### config.mk
export PLATFORM = sky130hd
export DESIGN_NAME = jtdsp16_sio_gen
export DESIGN_NICKNAME = d
export VERILOG_FILES = /design/src/rtl/jtdsp16_sio_pkg.sv /design/src/rtl/jtdsp16_sio_rx.sv /design/src/rtl/jtdsp16_sio_gen.sv
export SDC_FILE = /design/constraint.sdc
export NUM_CORES = 1
export LEC_CHECK = 0
export ABC_CLOCK_PERIOD_IN_PS = 2100
export CORE_MARGIN = 1
export CORE_UTILIZATION = 50
export DETAILED_ROUTE_END_ITERATION = 16
export HOLD_SLACK_MARGIN = 0.08
export PLACE_DENSITY = 0.77
export SLEW_MARGIN = 20
export SYNTH_ARGS = -nofsm -noshare
export SYNTH_HDL_FRONTEND = slang
export SYNTH_SLANG_ARGS = --single-unit
### constraint.sdc
create_clock -name clk -period 2.1 [get_ports clk]
set_input_delay 0.42 -clock clk [delete_from_list [all_inputs] [get_ports clk]]
set_output_delay 0.42 -clock clk [all_outputs]
set_load 0.05 [all_outputs]
### src/rtl/jtdsp16_sio_pkg.sv
// Shared constants for the DSP16-style serial I/O block: register selects,
// SIOC field positions and the bit-period lookup.
package jtdsp16_sio_pkg;

  localparam logic [2:0] RF_SIOC = 3'd0;
  localparam logic [2:0] RF_SRTA = 3'd1;
  localparam logic [2:0] RF_SDX  = 3'd2;

  localparam int SIOC_IW  = 0;  // input width: 0 = DW bits, 1 = 8 bits
  localparam int SIOC_OW  = 1;  // output width, same encoding
  localparam int SIOC_MSB = 6;  // 1 = MSB first
  localparam int SIOC_CK  = 7;  // [8:7] bit period code

  localparam logic [4:0] P_TAB0 = 5'd4;
  localparam logic [4:0] P_TAB1 = 5'd12;
  localparam logic [4:0] P_TAB2 = 5'd16;
  localparam logic [4:0] P_TAB3 = 5'd20;

  function automatic logic [4:0] bit_period(input logic [1:0] code);
    logic [4:0] p;
    case (code)
      2'd1:    p = P_TAB1;
      2'd2:    p = P_TAB2;
      2'd3:    p = P_TAB3;
      default: p = P_TAB0;
    endcase
    return p;
  endfunction

endpackage

### src/rtl/jtdsp16_sio_rx.sv
// Serial input path: synchroniser, ick rising-edge detect, input shifter,
// input buffer and the buffer-full flag.
module jtdsp16_sio_rx #(
  parameter int DW   = 16,
  parameter int SYNC = 2
) (
  input  logic          clk,
  input  logic          rst,
  input  logic          ph1,
  input  logic          ick_i,
  input  logic          ild_i,
  input  logic          di_i,
  input  logic          msb_first_i,
  input  logic          w8_i,
  input  logic          rd_clr_i,
  output logic [DW-1:0] ibuf_o,
  output logic          ibf_o
);
  localparam int CW = $clog2(DW + 1);

  logic [2:0]    raw, s;
  logic          ick_prev_q, rise;
  logic [DW-1:0] isr_q, isr_d, isr_n, ibuf_q, ibuf_d;
  logic [CW-1:0] icnt_q, icnt_d, iw;
  logic          ibf_q, ibf_d;

  assign raw = {ick_i, ild_i, di_i};

  if (SYNC == 0) begin : g_nosync
    assign s = raw;
  end else begin : g_sync
    logic [SYNC-1:0][2:0] sync_q;
    always_ff @(posedge clk) begin
      if (rst) sync_q <= {SYNC{3'b010}};
      else if (ph1) begin
        sync_q[0] <= raw;
        for (int i = 1; i < SYNC; i++) sync_q[i] <= sync_q[i-1];
      end
    end
    assign s = sync_q[SYNC-1];
  end

  assign rise  = s[2] & ~ick_prev_q;
  assign iw    = w8_i ? CW'(8) : CW'(DW);
  assign isr_n = msb_first_i ? {isr_q[DW-2:0], s[0]} : {s[0], isr_q[DW-1:1]};

  always_comb begin
    isr_d  = isr_q;
    icnt_d = icnt_q;
    ibuf_d = ibuf_q;
    ibf_d  = ibf_q;
    if (rd_clr_i) ibf_d = 1'b0;
    if (s[1]) icnt_d = '0;
    else if (rise) begin
      isr_d  = isr_n;
      icnt_d = icnt_q + 1'b1;
      // a completion wins over a same-tick read so the new word is not lost
      if (icnt_q + 1'b1 >= iw) begin
        icnt_d = '0;
        ibf_d  = 1'b1;
        if (!w8_i)            ibuf_d = isr_n;
        else if (msb_first_i) ibuf_d = {{(DW-8){1'b0}}, isr_n[7:0]};
        else                  ibuf_d = {{(DW-8){1'b0}}, isr_n[DW-1:DW-8]};
      end
    end
  end

  always_ff @(posedge clk) begin
    if (rst) begin
      ick_prev_q <= 1'b0;
      isr_q      <= '0;
      icnt_q     <= '0;
      ibuf_q     <= '0;
      ibf_q      <= 1'b0;
    end else if (ph1) begin
      ick_prev_q <= s[2];
      isr_q      <= isr_d;
      icnt_q     <= icnt_d;
      ibuf_q     <= ibuf_d;
      ibf_q      <= ibf_d;
    end
  end

  assign ibuf_o = ibuf_q;
  assign ibf_o  = ibf_q;

endmodule

### src/rtl/jtdsp16_sio_gen.sv
// Full-duplex serial port: register file, bit-clock divider and the
// double-buffered output path; the input path lives in jtdsp16_sio_rx.
module jtdsp16_sio_gen import jtdsp16_sio_pkg::*; #(
  parameter int DW   = 16,
  parameter int AW   = 8,
  parameter int SYNC = 2
) (
  input  logic          clk,
  input  logic          rst,
  input  logic          ph1,
  input  logic [DW-1:0] long_imm,
  input  logic [DW-1:0] acc_dout,
  input  logic [DW-1:0] ram_dout,
  input  logic          sio_imm_load,
  input  logic          sio_acc_load,
  input  logic          sio_ram_load,
  input  logic          sio_rd,
  input  logic [2:0]    r_field,
  output logic          ock,
  output logic          sio_do,
  output logic          sadd,
  output logic          old,
  output logic          ose,
  output logic          obe,
  input  logic          ick,
  input  logic          ild,
  input  logic          sio_di,
  output logic          ibf,
  output logic [DW-1:0] r_sio,
  output logic [9:0]    debug_sioc
);
  localparam int CW = $clog2(DW + 1);

  logic [DW-1:0] wdata, ibuf;
  logic          wr, wr_sdx;
  logic [9:0]    sioc_q;
  logic [DW-1:0] srta_q;
  logic [4:0]    per, half, div_q;
  logic          ock_q, rise_q, load;

  logic [DW-1:0] obuf_q, obuf_d, osr_q, osr_d;
  logic [AW-1:0] oaddr_q, oaddr_d;
  logic [CW-1:0] ocnt_q, ocnt_d, onbits;
  logic          obe_q, obe_d, ose_q, ose_d, old_q, old_d;
  logic          first_q, first_d, ow8_q, ow8_d, omsb_q, omsb_d;

  always_comb begin
    wdata = ram_dout;
    if (sio_acc_load) wdata = acc_dout;
    if (sio_imm_load) wdata = long_imm;
  end

  assign wr     = sio_imm_load | sio_acc_load | sio_ram_load;
  assign wr_sdx = wr && (r_field == RF_SDX);

  always_ff @(posedge clk) begin
    if (rst) begin
      sioc_q <= '0;
      srta_q <= '0;
    end else if (ph1 && wr) begin
      if (r_field == RF_SIOC) sioc_q <= wdata[9:0];
      if (r_field == RF_SRTA) srta_q <= wdata;
    end
  end

  assign per  = bit_period(sioc_q[SIOC_CK +: 2]);
  assign half = per >> 1;

  // free-running divider; ock only pulses while a word is in the shifter
  always_ff @(posedge clk) begin
    if (rst) begin
      div_q  <= '0;
      ock_q  <= 1'b0;
      rise_q <= 1'b0;
    end else if (ph1) begin
      div_q  <= (div_q >= per - 5'd1) ? 5'd0 : div_q + 5'd1;
      rise_q <= (div_q == half - 5'd1) && !ose_q;
      if ((div_q == half - 5'd1) && !ose_q) ock_q <= 1'b1;
      else if (div_q >= per - 5'd1)         ock_q <= 1'b0;
    end
  end

  assign onbits = ow8_q ? CW'(8) : CW'(DW);

  always_comb begin
    obuf_d  = obuf_q;
    osr_d   = osr_q;
    oaddr_d = oaddr_q;
    ocnt_d  = ocnt_q;
    obe_d   = obe_q;
    ose_d   = ose_q;
    old_d   = old_q;
    first_d = first_q;
    ow8_d   = ow8_q;
    omsb_d  = omsb_q;
    load    = 1'b0;
    if (ose_q && !obe_q) begin
      load    = 1'b1;
      first_d = 1'b1;
    end else if (rise_q && !ose_q) begin
      if (first_q) begin
        first_d = 1'b0;
        old_d   = 1'b0;
      end else begin
        osr_d   = omsb_q ? osr_q << 1 : osr_q >> 1;
        oaddr_d = oaddr_q << 1;
        ocnt_d  = ocnt_q + 1'b1;
        // frame end: chain the pending word without a framing gap
        if (ocnt_q + 1'b1 == onbits) begin
          if (!obe_q) load = 1'b1;
          else begin
            ose_d = 1'b1;
            old_d = 1'b1;
          end
        end
      end
    end
    if (load) begin
      osr_d   = obuf_q;
      ocnt_d  = '0;
      oaddr_d = srta_q[AW-1:0];
      ow8_d   = sioc_q[SIOC_OW];
      omsb_d  = sioc_q[SIOC_MSB];
      obe_d   = 1'b1;
      ose_d   = 1'b0;
    end
    if (wr_sdx) begin
      obuf_d = wdata;
      obe_d  = 1'b0;
    end
  end

  always_ff @(posedge clk) begin
    if (rst) begin
      obuf_q  <= '0;
      osr_q   <= '0;
      oaddr_q <= '0;
      ocnt_q  <= '0;
      obe_q   <= 1'b1;
      ose_q   <= 1'b1;
      old_q   <= 1'b1;
      first_q <= 1'b0;
      ow8_q   <= 1'b0;
      omsb_q  <= 1'b0;
    end else if (ph1) begin
      obuf_q  <= obuf_d;
      osr_q   <= osr_d;
      oaddr_q <= oaddr_d;
      ocnt_q  <= ocnt_d;
      obe_q   <= obe_d;
      ose_q   <= ose_d;
      old_q   <= old_d;
      first_q <= first_d;
      ow8_q   <= ow8_d;
      omsb_q  <= omsb_d;
    end
  end

  jtdsp16_sio_rx #(.DW(DW), .SYNC(SYNC)) u_rx (
    .clk         (clk),
    .rst         (rst),
    .ph1         (ph1),
    .ick_i       (ick),
    .ild_i       (ild),
    .di_i        (sio_di),
    .msb_first_i (sioc_q[SIOC_MSB]),
    .w8_i        (sioc_q[SIOC_IW]),
    .rd_clr_i    (sio_rd && (r_field == RF_SDX)),
    .ibuf_o      (ibuf),
    .ibf_o       (ibf)
  );

  always_comb begin
    r_sio = '0;
    case (r_field)
      RF_SIOC: r_sio = DW'(sioc_q);
      RF_SRTA: r_sio = srta_q;
      RF_SDX:  r_sio = ibuf;
      default: r_sio = '0;
    endcase
  end

  assign ock        = ock_q;
  assign obe        = obe_q;
  assign ose        = ose_q;
  assign old        = old_q;
  assign sadd       = !ose_q && oaddr_q[AW-1];
  assign sio_do     = ose_q ? 1'b0 : (omsb_q ? (ow8_q ? osr_q[7] : osr_q[DW-1]) : osr_q[0]);
  assign debug_sioc = sioc_q;

endmodule

==> qor.txt, run 1 <==
Die span in x = 118 um
Post-synthesis compound-gate area fraction = 16.0%
Peak Freq = 0.469 GHz
NumNets Final = 1029
Largest family of logic cells by synthesized area = simple AND/OR/NAND/NOR gates
Wire length on met3 = 1280 um
Fin crit share = 101%
Vias post-DR = 6527
Iter 0 DRT Violations = 709
Period minus WS final = 2130 ps
M1 WL = 8390 um
Row cnt = 41
Layout Area Growth over Synthesis = 39.0%
DRT Wirelength = 19300 um
Final GP Congestion = 0.837
Synth Net Count = 916
Root Driver = clkbuf_16
Largest net degree at the start of global routing = 45
Leakage = 3.40 nW
Maximum VDD drop = 0.000498 V
CP Max Fanout = 6
Diodes inserted = 0
Worst min path class = in -> reg
Worst path required time = 2420 ps
Post-Synthesis Cells = 842
Via-to-Cell Ratio = 5.74
Worst rel slew slack = 64.6%
Met2 routed WL = 9260 um
TritonCTS clock tree = done
Setup_tns = -79.0 ps
Synth unique cells = 44
Synthesized area = 6720 um^2
Sink Count = 129
Height of the die = 118 um
Setup ws final = -31.2 ps
WHS = 441 ps
Syn_area_per_cell = 7.98 um^2
Cell Area, Placed = 8320 um^2
Post-Synth XOR/XNOR Area = 1.56%
Drt first pass iters = 5
CP startpoint kind = flip-flop
CP Class = reg -> reg
Clock Path Buffers = 2
Slew at the pin closest to its max-slew limit = 530 ps
Routed Antenna Nets = 0
Top sig layer = met4
Critical path arrival = 2450 ps
Later-pin clock latency in the skew report = 420 ps
Drc violations = 0
Final setup fails = 3
Synth Register Bits = 129
Fill count = 937
DPL Wire Length = 12200 um
Post-synthesis sequential area ratio = 38.4%
Hold-fix buffers at CTS = 0
FF-to-FF setup slack = -30 ps
Clk_skew = 5.85 ps
DIE AREA = 13900 um^2
Post-DR wirelength/cell = 17.0 um
RSZ-0062 raised after global routing = yes
Failing checks = setup timing
Design area = 9340 um^2
Placed Cells = 1091
Htree depth = 4
Max cap viols = 0
Setup crit end kind = flip-flop
Synth Area in Adders = 2.42%
Top Ports = 94
Count of buffers from port buffering = 93
CTS Buf Count = 17
Number of global-route vias before repair = 5875
Pwr dens = 661 nW/um^2
Clk pin slew, worst setup/hold paths = 60 ps
Final Hold Vio Count = 0
Fin. max-slew vios = 0
Overflow after GRT = 0
Initial antenna violation count = 0
Core area = 12900 um^2
First-pass GRT wire length = 29800 um
Initial core utilization = 52.2%
Synth warn = 0
Status = finished with violations
Multiplexer share of the synthesized area = 11.9%
Fin cells = 1138
Post-synthesis simple-gate area fraction = 24.5%
Final Power = 0.00618 W
Share of layout cells above drive strength 1 = 18.5%
GRT Util Overall = 26.7%
-- Yosys cell counts, drive strengths merged --
master   instances  area share (%)
inv              6            0.34
nor3b           15             1.7
nor2b            9            0.84
a211o            3            0.39
and2b            1            0.11
nand3b          15             1.7
dfxtp          129              38
ha              13             2.4
or2b             1            0.11
or4              2            0.22
o21a             1            0.11
and2             1           0.093
mux2i           80              12
xor2             6            0.78
a311oi          18             2.9
a211oi          12             1.5
nor3            16             1.2
nand4b           3            0.39
o21ai           39             3.0
a22oi            9             1.0
buf             22             1.8
nor4             1           0.093
or3              1            0.17
nand3           44             3.3
clkbuf          54             3.0
xnor2            6            0.78
a41o             1            0.15
nand4            5            0.47
a21o             4            0.45
or2              1           0.093
nand2b          19             1.8
and3b            1            0.13
nand2           21             1.2
a2bb2oi          1            0.13
a21oi           84             6.3
nor2           198              11
-- power breakdown --
| part | internal (W) | switching (W) | leakage, nW |
|---|---|---|---|
| clock network | 0.00203 | 0.00102 | 0.294 |
| logic | 0.000288 | 0.000300 | 2.06 |
| registers | 0.00249 | 0.0000441 | 1.05 |
| total | 0.00481 | 0.00137 | 3.40 |
-- flip-flops by register name, summed over array words and instances (netlist names), 3 cells and up --
| name | flops |
|---|---|
| debug_sioc | 10 |
| u_rx.s | 3 |
| oaddr_q | 8 |
| u_rx.icnt_q | 5 |
| u_rx.isr_q | 16 |
| u_rx.ibuf_o | 16 |
| obuf_q | 16 |
| srta_q | 16 |
| div_q | 5 |
| ocnt_q | 5 |
| osr_q | 16 |
| u_rx.g_sync.sync_q | 3 |
-- logic make-up (layout without fill, tap and decap cells) --
logic type                 count (synthesis)  after routing
buffers and inverters                     82            206
DFF                                      129            129
muxes                                     80             80
and+or+nand+nor                          354            354
adders and majority gates                 13             13
AOI/OAI and AO/OA                        172            172
xor gates and xnor gates                  12             12
-- through the flow --
step / worst slack [ps] / utilization [%]
floorplan: 12.3 / -
detailed placement: -158 / 64.6
global route: -103 / 72.5
global placement: -137 / 64.6
CTS: 0.404 / 70.8
finish: -31.2 / 72.5
-- layout by cell type, fill, tap and decap left out, types with 18 or more instances in the layout --
master and instances:
a21oi_1 80, buf_12 28, buf_4 61, clkbuf_16 18, clkdlybuf4s50_1 64, dfxtp_1 121
mux2i_1 79, nand2_1 21, nand2b_1 19, nand3_1 39, nor2_1 188, o21ai_0 25
-- worst max-delay path: stages, from the launching register on --
cell      delay [ps]
dfxtp_2          350
ha_4             160
nand3_4           80
xor2_2           170
or3_4            410
a211oi_4         260
buf_6            150
buf_12           120
o21ai_1           70
a311oi_1         280
-- path summary, 6_finish.rpt --
kind,end,depth (start not counted),startpoint
setup / recovery,oaddr_q[1],9,ocnt_q[0]
hold / removal,obuf_q[5],2,rst
setup reg to reg,oaddr_q[1],9,ocnt_q[0]
hold reg to reg,u_rx.s[1],1,u_rx.g_sync.sync_q[1]
-- routing by layer --
layer	up-vias	global-route usage, %
li1	3153	-
met1	3080	34.7
met2	256	43.2
met3	38	6.44
met4	0	8.89
met5	-	0
-- timing repair --
action	CTS	global route
setup buffers	5	8
gates cloned	4	1
setup endpoints to repair	34	50
pin swaps	3	14
gates resized for setup	22	44
-- area by class of cell --
class	instances	area, um^2	share of cell area (%)
Clock buffer	24	472	5.05
Clock inverter	6	130	1.39
Inverter	6	22.5	0.241
Multi-Input combinational cell	631	4020	43.1
Sequential cell	129	2590	27.8
Tap cell	172	215	2.30
Timing Repair Buffer	170	1880	20.2
Power figures use the tool's default switching activity.
==> inputs of run 2 (changes only) <==
ABC_AREA = 1   (was default)
SLEW_MARGIN = default   (was 20)
==> qor.txt, run 2 <==
Status = completed
Sink Count = 129
Synth Register Bits = 129
Row cnt = 41
Most frequent cell after synthesis = nand2_1
NumNets Final = 1099
Post-DR wirelength/cell = 15.3 um
Setup ws final = 16.6 ps
Final cell utilization of the core = 68.9%
Crit path largest cell delay = 840 ps
DPL Wire Length = 12700 um
Routed Antenna Nets = 0
Final GP Congestion = 0.861
Root Driver = clkbuf_16
Diodes inserted = 0
Drc violations = 0
Number of global-route vias before repair = 5930
Clk_skew = 7.25 ps
Syn_area_per_cell = 7.21 um^2
Register area = 2590 um^2
Count of buffers from port buffering = 93
Initial antenna violation count = 0
Primary FF master, synth = dfxtp_1
Crit-path slowest cell = clkdlybuf4s50_1
Synth area leaders = dfxtp_1, nand2_1, a21oi_1
Footprint of the multi-input gates = 3520 um^2
Post-synth EDFFs = 0
Top Ports = 94
DRT Wirelength = 18500 um
Overflow after GRT = 0
Worst rel slew slack = 60.7%
Height of the die = 118 um
Peak Freq = 0.480 GHz
Vias post-DR = 6572
R2R cell count = 11
Area leader, netlist = dfxtp_1
Delay-heaviest family, CP = buffers and inverters
CTS Buf Count = 17
Fin. max-slew vios = 0
Worst path required time = 1680 ps
Max cap viols = 0
Bufs and invs on worst path = 1
Clock Path Buffers = 2
Later-pin clock latency in the skew report = 430 ps
WHS = 456 ps
Setup crit end kind = output pin
Critical path arrival = 1660 ps
Leakage = 3.49 nW
Via-to-Cell Ratio = 5.43
Layout Area Growth over Synthesis = 31.9%
Drt first pass iters = 6
Final Hold Vio Count = 0
Iter 0 DRT Violations = 591
Final Power = 0.00614 W
Hold EP = u_rx.ick_prev_q
Post-Synthesis Cells = 929
Hold-fix buffers at CTS = 0
Reg-to-reg critical path endpoint = u_rx.ibuf_o[2]
Most frequent cells in the layout = nand2_1, a21oi_1, dfxtp_1, o21ai_0, inv_1
Clk pin slew, worst setup/hold paths = 60 ps
Largest net degree at the start of global routing = 52
Share of layout cells above drive strength 1 = 18.8%
Slew at the pin closest to its max-slew limit = 590 ps
Synth async-reset ratio = 0%
Fin crit share = 99.2%
Synth Net Count = 1003
CP Max Fanout = 3
Initial core utilization = 52.2%
Cell Area, Placed = 8030 um^2
CP Cell Sequence = clkdlybuf4s50_1
Min-Delay Path Depth = 2
Htree depth = 4
Design area = 8840 um^2
Min-delay src = u_rx.ick_prev_q
CP Class = reg -> out
Worst min path class = reg -> reg
First-pass GRT wire length = 29300 um
Synthesized area = 6700 um^2
Most frequent cells after synthesis = nand2_1, a21oi_1, dfxtp_1
FF-to-FF setup slack = 110 ps
Levels on crit path = 1
TritonCTS clock tree = done
DIE AREA = 13900 um^2
Pwr dens = 694 nW/um^2
Worst R2R Start = u_rx.icnt_q[1]
RSZ-0062 raised after global routing = yes
Die span in x = 118 um
Dpl ws = -215 ps
CP startpoint kind = flip-flop
Fill count = 1019
GRT Util Overall = 26.5%
Maximum VDD drop = 0.000666 V
Commonest non-fill, non-tap cell in the layout = nand2_1
Final setup fails = 0
Synth unique cells = 41
Top cell type's share of synthesized area = 38.5%
Core area = 12800 um^2
Period minus WS final = 2080 ps
Post-synthesis sequential area ratio = 38.5%
Synth warn = 0
-- run 2: cell types whose count changed after synthesis, sizes merged, moves of 15 or more --
cell and change:
a21oi +55, nand2 +189, mux2i -80, nand2b -19, nor3b -15, nand3 +31
inv +82, a311oi -18, o21ai +60, nor2 -133
-- run 2: timing repair --
item,4_1_cts,5_1_grt
setup endpoints to repair,20,24
gates resized for setup,22,21
gates cloned,1,1
buffers inserted,2,2
pin swaps,6,7
-- run 2: power breakdown --
group	switching [W]	internal, W
combinational	0.000325	0.000255
sequential	0.0000527	0.00250
clock	0.00113	0.00187
-- run 2: kinds of logic after synthesis --
| kind of cell | count (synthesis) | synth area share [%] |
|---|---|---|
| buf+inv | 148 | 10.6 |
| fa+ha+maj | 13 | 2.43 |
| simple gates | 366 | 26.1 |
| flops | 129 | 38.5 |
| xor+xnor | 9 | 1.18 |
| compound gates | 264 | 21.1 |
-- run 2: per-layer routing --
metal	share of wire, %	global-route usage [%]	vias up	wire length [um]
li1	-	-	3284	-
met1	45	34.6	3063	8250
met2	48	42.7	203	8890
met3	5.7	5.18	22	1060
met4	1.7	10.9	0	308
met5	0	0	-	0
-- run 2: worst max path at each step --
stage,slack (ps),endpoint,start
floorplan,110,div_q[0],debug_sioc[7]
global placement,-200,r_sio[3],r_field[2]
detailed placement,-220,r_sio[5],r_field[2]
CTS,6,debug_sioc[4],debug_sioc[4]
global route,-5,u_rx.ibuf_o[5],u_rx.icnt_q[1]
finish,20,debug_sioc[4],debug_sioc[4]
-- run 2: metrics by stage --
| step | instances | setup TNS, ps |
|---|---|---|
| floorplan | 929 | 0 |
| global placement | 1172 | -2670 |
| detailed placement | 1172 | -3450 |
| CTS | 1207 | 0 |
| global route | 1210 | -5.51 |
| finish | 1210 | 0 |
-- run 2: layout make-up --
cell class | instances | area share (%)
clock buffers | 21 | 5.44
clock inverters | 11 | 1.46
inverters | 88 | 3.74
multi-input cells | 652 | 39.8
flip-flops and latches | 129 | 29.4
well taps | 172 | 2.44
repair buffers | 137 | 17.8
==> edit 1: new RTL, flow settings as in run 2 <==
`SYNC` is set to 2 in 2 places; all go to 4.
--- a/src/rtl/jtdsp16_sio_rx.sv
+++ b/src/rtl/jtdsp16_sio_rx.sv
@@ -2,7 +2,7 @@
 // input buffer and the buffer-full flag.
 module jtdsp16_sio_rx #(
   parameter int DW   = 16,
-  parameter int SYNC = 2
+  parameter int SYNC = 4
 ) (
   input  logic          clk,
   input  logic          rst,
--- a/src/rtl/jtdsp16_sio_gen.sv
+++ b/src/rtl/jtdsp16_sio_gen.sv
@@ -3,7 +3,7 @@
 module jtdsp16_sio_gen import jtdsp16_sio_pkg::*; #(
   parameter int DW   = 16,
   parameter int AW   = 8,
-  parameter int SYNC = 2
+  parameter int SYNC = 4
 ) (
   input  logic          clk,
   input  logic          rst,
Check against the original RTL: same outputs for any inputs over 4 cycles, from zero or initial values and one cycle with rst high; that may be too few to reach the edited logic, so the function may still have changed.
==> edit 1 against run 2 <==
  * Wire length fell by 2.2%
  * Worst setup slack improved by 0.041 ns
  * Die area is 1.1% lower
  * Largest power group unchanged
  * Final cell count increased by 2.9%
  * Power is 5.6% higher
  * Via count is 1.1% higher
  * Non-clock buffer count grew 14
  * Synthesized area shrank 1.1%
  * Sequential cell count is 6 higher
  * Critical path depth grew 3
  * Combinational power is 3% higher
  * Design area rose by 0.35%
==> edit 1: results (changes against run 2) <==
- Worst Hold Class: in -> reg
- Place WS: -0.0984 ns (+0.117 ns)
- Hold depth: 3 (+1)
- Syn_nets: 1025 (+2.2%)
- Placed Cells: 1208 (+3.1%)
- Iteration-0 DRC Markers: 546 (-7.6%)
- Reg2reg start: u_rx.icnt_q[1]
- Register area share after synthesis: 40.8% (+2.2 points)
- Slowest CP cell: dfxtp_4
- R2R setup slack: 0.11 ns (about the same)
- Crit-path max FO: 9 (+6)
- Post-synthesis compound-gate area fraction: 21.7% (+0.66 points)
- Critical path origin: debug_sioc[0]
- CTS buffer count: 17 (unchanged)
- Largest net degree at the start of global routing: 54 (+3.8%)
- Vias per inst: 5.34 (-1.8%)
- DR WL/cell: 14.5 µm (-5.0%)
- Reg2reg path depth: 12 (+1)
- Post-synth cell types: 42 (+2.4%)
- First drt pass iteration count: 5 (-1)
- Hpwl dp: 12.3 mm (-2.9%)
- Clock Latency Late Sink: 0.43 ns (about the same)
- Final Net Count: 1134 (+3.2%)
- Clock Skew: 0.00835 ns (+0.00109 ns)
- Max_slew headroom: 58.6% (-2.1 points)
- Adder-cell share of the synthesized area: 2.45% (+0.027 points)
- Worst vdd ir: 0.545 mV (-18%)
- Via count: 6643 (+1.1%)
- Min-delay src: rst
- Clock root buffer: clkbuf_16
- CP arrival: 1.62 ns (-0.04 ns)
- Outcome: complete, no violations
- Synth cell count leaders: 207 x nand2_1, 141 x a21oi_1, 135 x dfxtp_1
- Xor and xnor fraction of the mapped netlist area: 1.19% (+0.013 points)
- Fmax: 490 MHz (+2.0%)
- Multiplexer share of the synthesized area: 0.151% (+0.15 points)
- Share of cells above drive strength 1: 13.8% (-5.0 points)
- First-pass GRT wire length: 28.7 mm (-1.8%)
- Ys Warns: 0 (unchanged)
- Vias in the first global route: 5824 (-1.8%)
- All-Layer GR Usage: 27.5% (+0.96 points)
- CTS clk-pin slew, worst paths: 0.06 ns (about the same)
- Synth async-reset ratio: 0% (unchanged)
- Main flop type after synthesis: dfxtp_1
- Top post-synthesis cells by area: dfxtp_1 41%, nand2_1 12%, a21oi_1 11%
- Gp weighted congestion: 0.860 (-0.22%)
- Worst stage delay on the critical path: 0.37 ns (-0.47 ns)
- Static Leak: 3.63 nW (+4.0%)
- N_diodes: 0 (unchanged)
- Avg Synthesized Cell Area: 6.97 µm² (-3.4%)
- Initial antenna violation count: 0 (unchanged)
- Worst Hold Path EP: u_rx.g_sync.sync_q[4]
- Worst reg2reg endpoint: u_rx.ibuf_o[8]
==> edit 1: kinds of logic after synthesis <==
family / after synthesis
multiplexers: 1
AO/OA/AOI/OAI: 268
buffers and inverters: 148
adder cells (fa/ha/maj): 13
AND/OR/NAND/NOR: 377
XOR/XNOR: 9
flip-flops: 135
==> edit 1: metal layers <==
layer	global-route usage (%)	wire (µm)	part of all wire, %	up-vias
met5	0	0	0	-
met4	10.7	408	2.3	0
met3	5.82	1020	5.6	40
met2	43.7	8640	48	205
met1	36.6	8030	44	3029
li1	-	-	-	3369
==> edit 1: what timing repair did <==
| item | in CTS | in global routing |
|---|---|---|
| buffers inserted | 4 | 1 |
| pin swaps | 4 | 2 |
| setup endpoints to repair | 19 | 23 |
| resized for setup | 17 | 19 |
==> edit 1: worst max-delay path by stage <==
stage,to,slack [ns]
5_1_grt,r_sio[0],0.002
4_1_cts,sadd,0.004
6_report,r_sio[0],0.06
3_5_place_dp,r_sio[0],-0.1
3_3_place_gp,r_sio[0],-0.08
2_1_floorplan,r_sio[0],0.02
==> edit 1: power by group <==
group | switching (mW) | internal (mW)
Clock | 1.10 | 2.11
Sequential | 0.0489 | 2.63
Combinational | 0.332 | 0.267
Total | 1.48 | 5.00
==> edit 1: per-stage QoR <==
| step | hold slack (ns) | power (mW) | util [%] | instance area, µm² |
|---|---|---|---|---|
| 4_1_cts | 0.315 | 6.50 | 69.0 | 8810 |
| 6_report | 0.320 | 6.48 | 69.4 | 8870 |
| 2_1_floorplan | 0.429 | 3.03 | - | 6630 |
| 3_3_place_gp | 0.443 | 3.30 | 63.4 | 8100 |
| 3_5_place_dp | 0.450 | 3.31 | 63.4 | 8100 |
| 5_1_grt | 0.342 | 6.69 | 69.4 | 8870 |
==> edit 1: critical path: cells and delay by family, from the launching register on <==
kind                   cells  cell delay, ns
buffers and inverters      3            0.49
DFF                        1            0.37
AOI/OAI and AO/OA          1            0.33
==> edit 1: area by class of cell <==
type | instances | area [µm²]
fill | 1035 | 3910
multi-input combinational | 668 | 3360
sequential | 135 | 2710
timing repair buffer | 151 | 1620
clock buffer | 25 | 495
inverter | 87 | 333
tap | 172 | 215
clock inverter | 7 | 140
==> edit 2: new RTL, config.mk and constraints of run 2 <==
Made on the original files. Make the reset (`rst`) asynchronous in 5 clocked blocks.
--- a/src/rtl/jtdsp16_sio_rx.sv
+++ b/src/rtl/jtdsp16_sio_rx.sv
@@ -30,7 +30,7 @@
     assign s = raw;
   end else begin : g_sync
     logic [SYNC-1:0][2:0] sync_q;
-    always_ff @(posedge clk) begin
+    always_ff @(posedge clk or posedge rst) begin
       if (rst) sync_q <= {SYNC{3'b010}};
       else if (ph1) begin
         sync_q[0] <= raw;
@@ -65,7 +65,7 @@
     end
   end
 
-  always_ff @(posedge clk) begin
+  always_ff @(posedge clk or posedge rst) begin
     if (rst) begin
       ick_prev_q <= 1'b0;
       isr_q      <= '0;
--- a/src/rtl/jtdsp16_sio_gen.sv
+++ b/src/rtl/jtdsp16_sio_gen.sv
@@ -53,7 +53,7 @@
   assign wr     = sio_imm_load | sio_acc_load | sio_ram_load;
   assign wr_sdx = wr && (r_field == RF_SDX);
 
-  always_ff @(posedge clk) begin
+  always_ff @(posedge clk or posedge rst) begin
     if (rst) begin
       sioc_q <= '0;
       srta_q <= '0;
@@ -67,7 +67,7 @@
   assign half = per >> 1;
 
   // free-running divider; ock only pulses while a word is in the shifter
-  always_ff @(posedge clk) begin
+  always_ff @(posedge clk or posedge rst) begin
     if (rst) begin
       div_q  <= '0;
       ock_q  <= 1'b0;
@@ -130,7 +130,7 @@
     end
   end
 
-  always_ff @(posedge clk) begin
+  always_ff @(posedge clk or posedge rst) begin
     if (rst) begin
       obuf_q  <= '0;
       osr_q   <= '0;
Function: differs if rst is asserted again (counterexample within 4 cycles, from zero or initial values and one cycle with rst high); with rst held inactive, the same outputs for 4 cycles.
==> edit 2 against run 2 <==
  * Fmax down 0.44%
  * Count of clock-buffer cells in the layout up 1
  * Wire length grew 3.6%
  * Synthesized cell count is 7.6% lower
  * Global-route usage grew 2.7 points
  * Utilization up 1.6 points
  * Design area is 5.3% higher
  * Synthesized area grew 0.63%
  * Non-clock buffer count rose by 11
  * Register-to-register slack got worse by 0.10 ns
  * Worst setup slack got worse by 0.0092 ns
  * Sequential cell count is the same
  * Via count fell by 3.2%
Power is not compared: it rests on default switching activity, and its combinational part moved more than twofold at a synthesized area within 25%.
==> edit 2: results (changes against run 2) <==
- Fill cells: 957 (-6.1%)
- Slowest CP cell: clkdlybuf4s50_1
- CTS buffer count: 17 (unchanged)
- CTS clk-pin slew, worst paths: 0.06 ns (about the same)
- Final Net Count: 1054 (-4.1%)
- Ys Warns: 0 (unchanged)
- Top post-synthesis cells by area: dfrtp_1 46%, nand2_1 14%, o21ai_0 6.5%
- Actual slew at the worst max-slew pin: 0.597 ns (+0.00735 ns)
- Synth async-reset ratio: 100% (+100 points)
- Clock Skew: 0.00775 ns (+0.000498 ns)
- First drt pass iteration count: 6 (unchanged)
- Outcome: complete, no violations
- IO Port Bufs: 93 (unchanged)
- All-Layer GR Usage: 29.2% (+2.7 points)
- Iteration-0 DRC Markers: 549 (-7.1%)
- Worst Hold Class: in -> async
- Critical path's top delay family: buffers and inverters
- Vias in the first global route: 6200 (+4.6%)
- Full die area: 0.0140 mm² (+0.62%)
- P_int: slightly below 7 mW
- Worst stage delay on the critical path: 0.83 ns
- Cell Pwr Density: 1170 mW/mm²
- Via count: 6363 (-3.2%)
- Main flop type after synthesis: dfrtp_1
- Post-synth cell types: 38 (-7.3%)
- Largest net degree at the start of global routing: 54 (+3.8%)
- Worst vdd ir: about 0.95 mV
- DR WL/cell: 16.4 µm (+7.3%)
- Total grt overflow: 0 (unchanged)
- Gp weighted congestion: 0.849 (-1.5%)
- Syn_nets: 932 (-7.1%)
- First-pass GRT wire length: 31.7 mm (+8.3%)
- Clock Latency Late Sink: 0.42 ns
- Static Leak: 4.44 nW
- N_diodes: 0 (unchanged)
- Share of cells above drive strength 1: 17.1% (-1.6 points)
- Hpwl dp: 12.6 mm (-0.92%)
- CP arrival: 1.67 ns
- Dpl cell area: 0.00835 mm² (+4.0%)
- Register area share after synthesis: 48.0% (+9.4 points)
- Synth cell count leaders: 247 x nand2_1, 124 x dfrtp_1, 101 x inv_1
- Initial antenna violation count: 0 (unchanged)
- Clock root buffer: clkbuf_16
- CTS max path bufs: 2 (unchanged)
- Crit-path max FO: 3 (unchanged)
- CTS H-tree depth: 4 (unchanged)
edit 2: changes by cell type in the layout (fill, tap and decap cells not counted), moves of 22 or more:
cell,before,now
nor2_1,55,33
dfrtp_1,0,123
nand2_1,182,244
dfxtp_1,124,0
a21oi_1,139,31
edit 2: stage by stage:
step	setup WS (ns)	utilization [%]	std cells	TNS [ns]	power (mW)
6_report	0.00746	70.5	1168	0	10.9
5_1_grt	-0.0908	70.5	1168	-0.900	11.5
4_1_cts	-0.0402	70.6	1169	-0.355	10.8
3_5_place_dp	-0.172	63.3	1130	-1.76	7.55
3_3_place_gp	-0.154	63.3	1130	-1.61	7.45
2_1_floorplan	-0.142	-	858	-1.07	6.25
edit 2: path summary, 6_finish.rpt:
| path | start | to | slack (ns) | depth (start not counted) |
|---|---|---|---|---|
| worst max register to register | u_rx.icnt_q[0] | u_rx.ibuf_o[13] | 0.007 | 12 |
| worst max-delay path | debug_sioc[3] | debug_sioc[3] | 0.007 | 1 |
| worst min-delay path | rst | u_rx.ick_prev_q | 0.37 | 2 |
| min in group clk | u_rx.g_sync.sync_q[1] | u_rx.g_sync.sync_q[1] | 0.46 | 2 |
| worst min register to register | u_rx.g_sync.sync_q[1] | u_rx.g_sync.sync_q[1] | 0.46 | 2 |
| max in group asynchronous | rst | srta_q[9] | 1.11 | 3 |
edit 2: what timing repair did:
action	in CTS	in global routing
gates cloned	3	0
setup buffers	5	2
setup endpoints to repair	38	32
pin swaps	7	7
resized for setup	51	21
edit 2: logic make-up after synthesis:
family,synth area share [%]
adders and majority gates,2.41
muxes,2.23
xor gates and xnor gates,1.04
DFF,48.0
and+or+nand+nor,23.4
AOI/OAI and AO/OA,13.9
buffers and inverters,9.07
edit 2: routing by layer:
metal	vias up	global-route usage, %	routed length [µm]
met5	-	0	0
met3	50	6.73	1240
met4	0	12.0	583
li1	3039	-	-
met2	253	46.4	9400
met1	3021	38.4	7940
edit 2: power by group through the flow:
| stage | clock network, mW | logic, mW | registers [mW] |
|---|---|---|---|
| finish | 3.08 | 3.94 | 3.90 |
| detailed placement | 0 | 3.65 | 3.90 |
| global route | 3.22 | 4.32 | 3.99 |
| global placement | 0 | 3.57 | 3.88 |
| floorplan | 0 | 2.27 | 3.99 |
| CTS | 3.10 | 3.86 | 3.88 |
edit 2: cell type report:
cell class | count | share of cell area (%)
clock buffers | 22 | 5.21
inverters | 105 | 4.32
repair buffers | 148 | 17.7
flip-flops and latches | 129 | 34.8
clock inverters | 9 | 1.40
multi-input cells | 579 | 34.2
well taps | 176 | 2.37
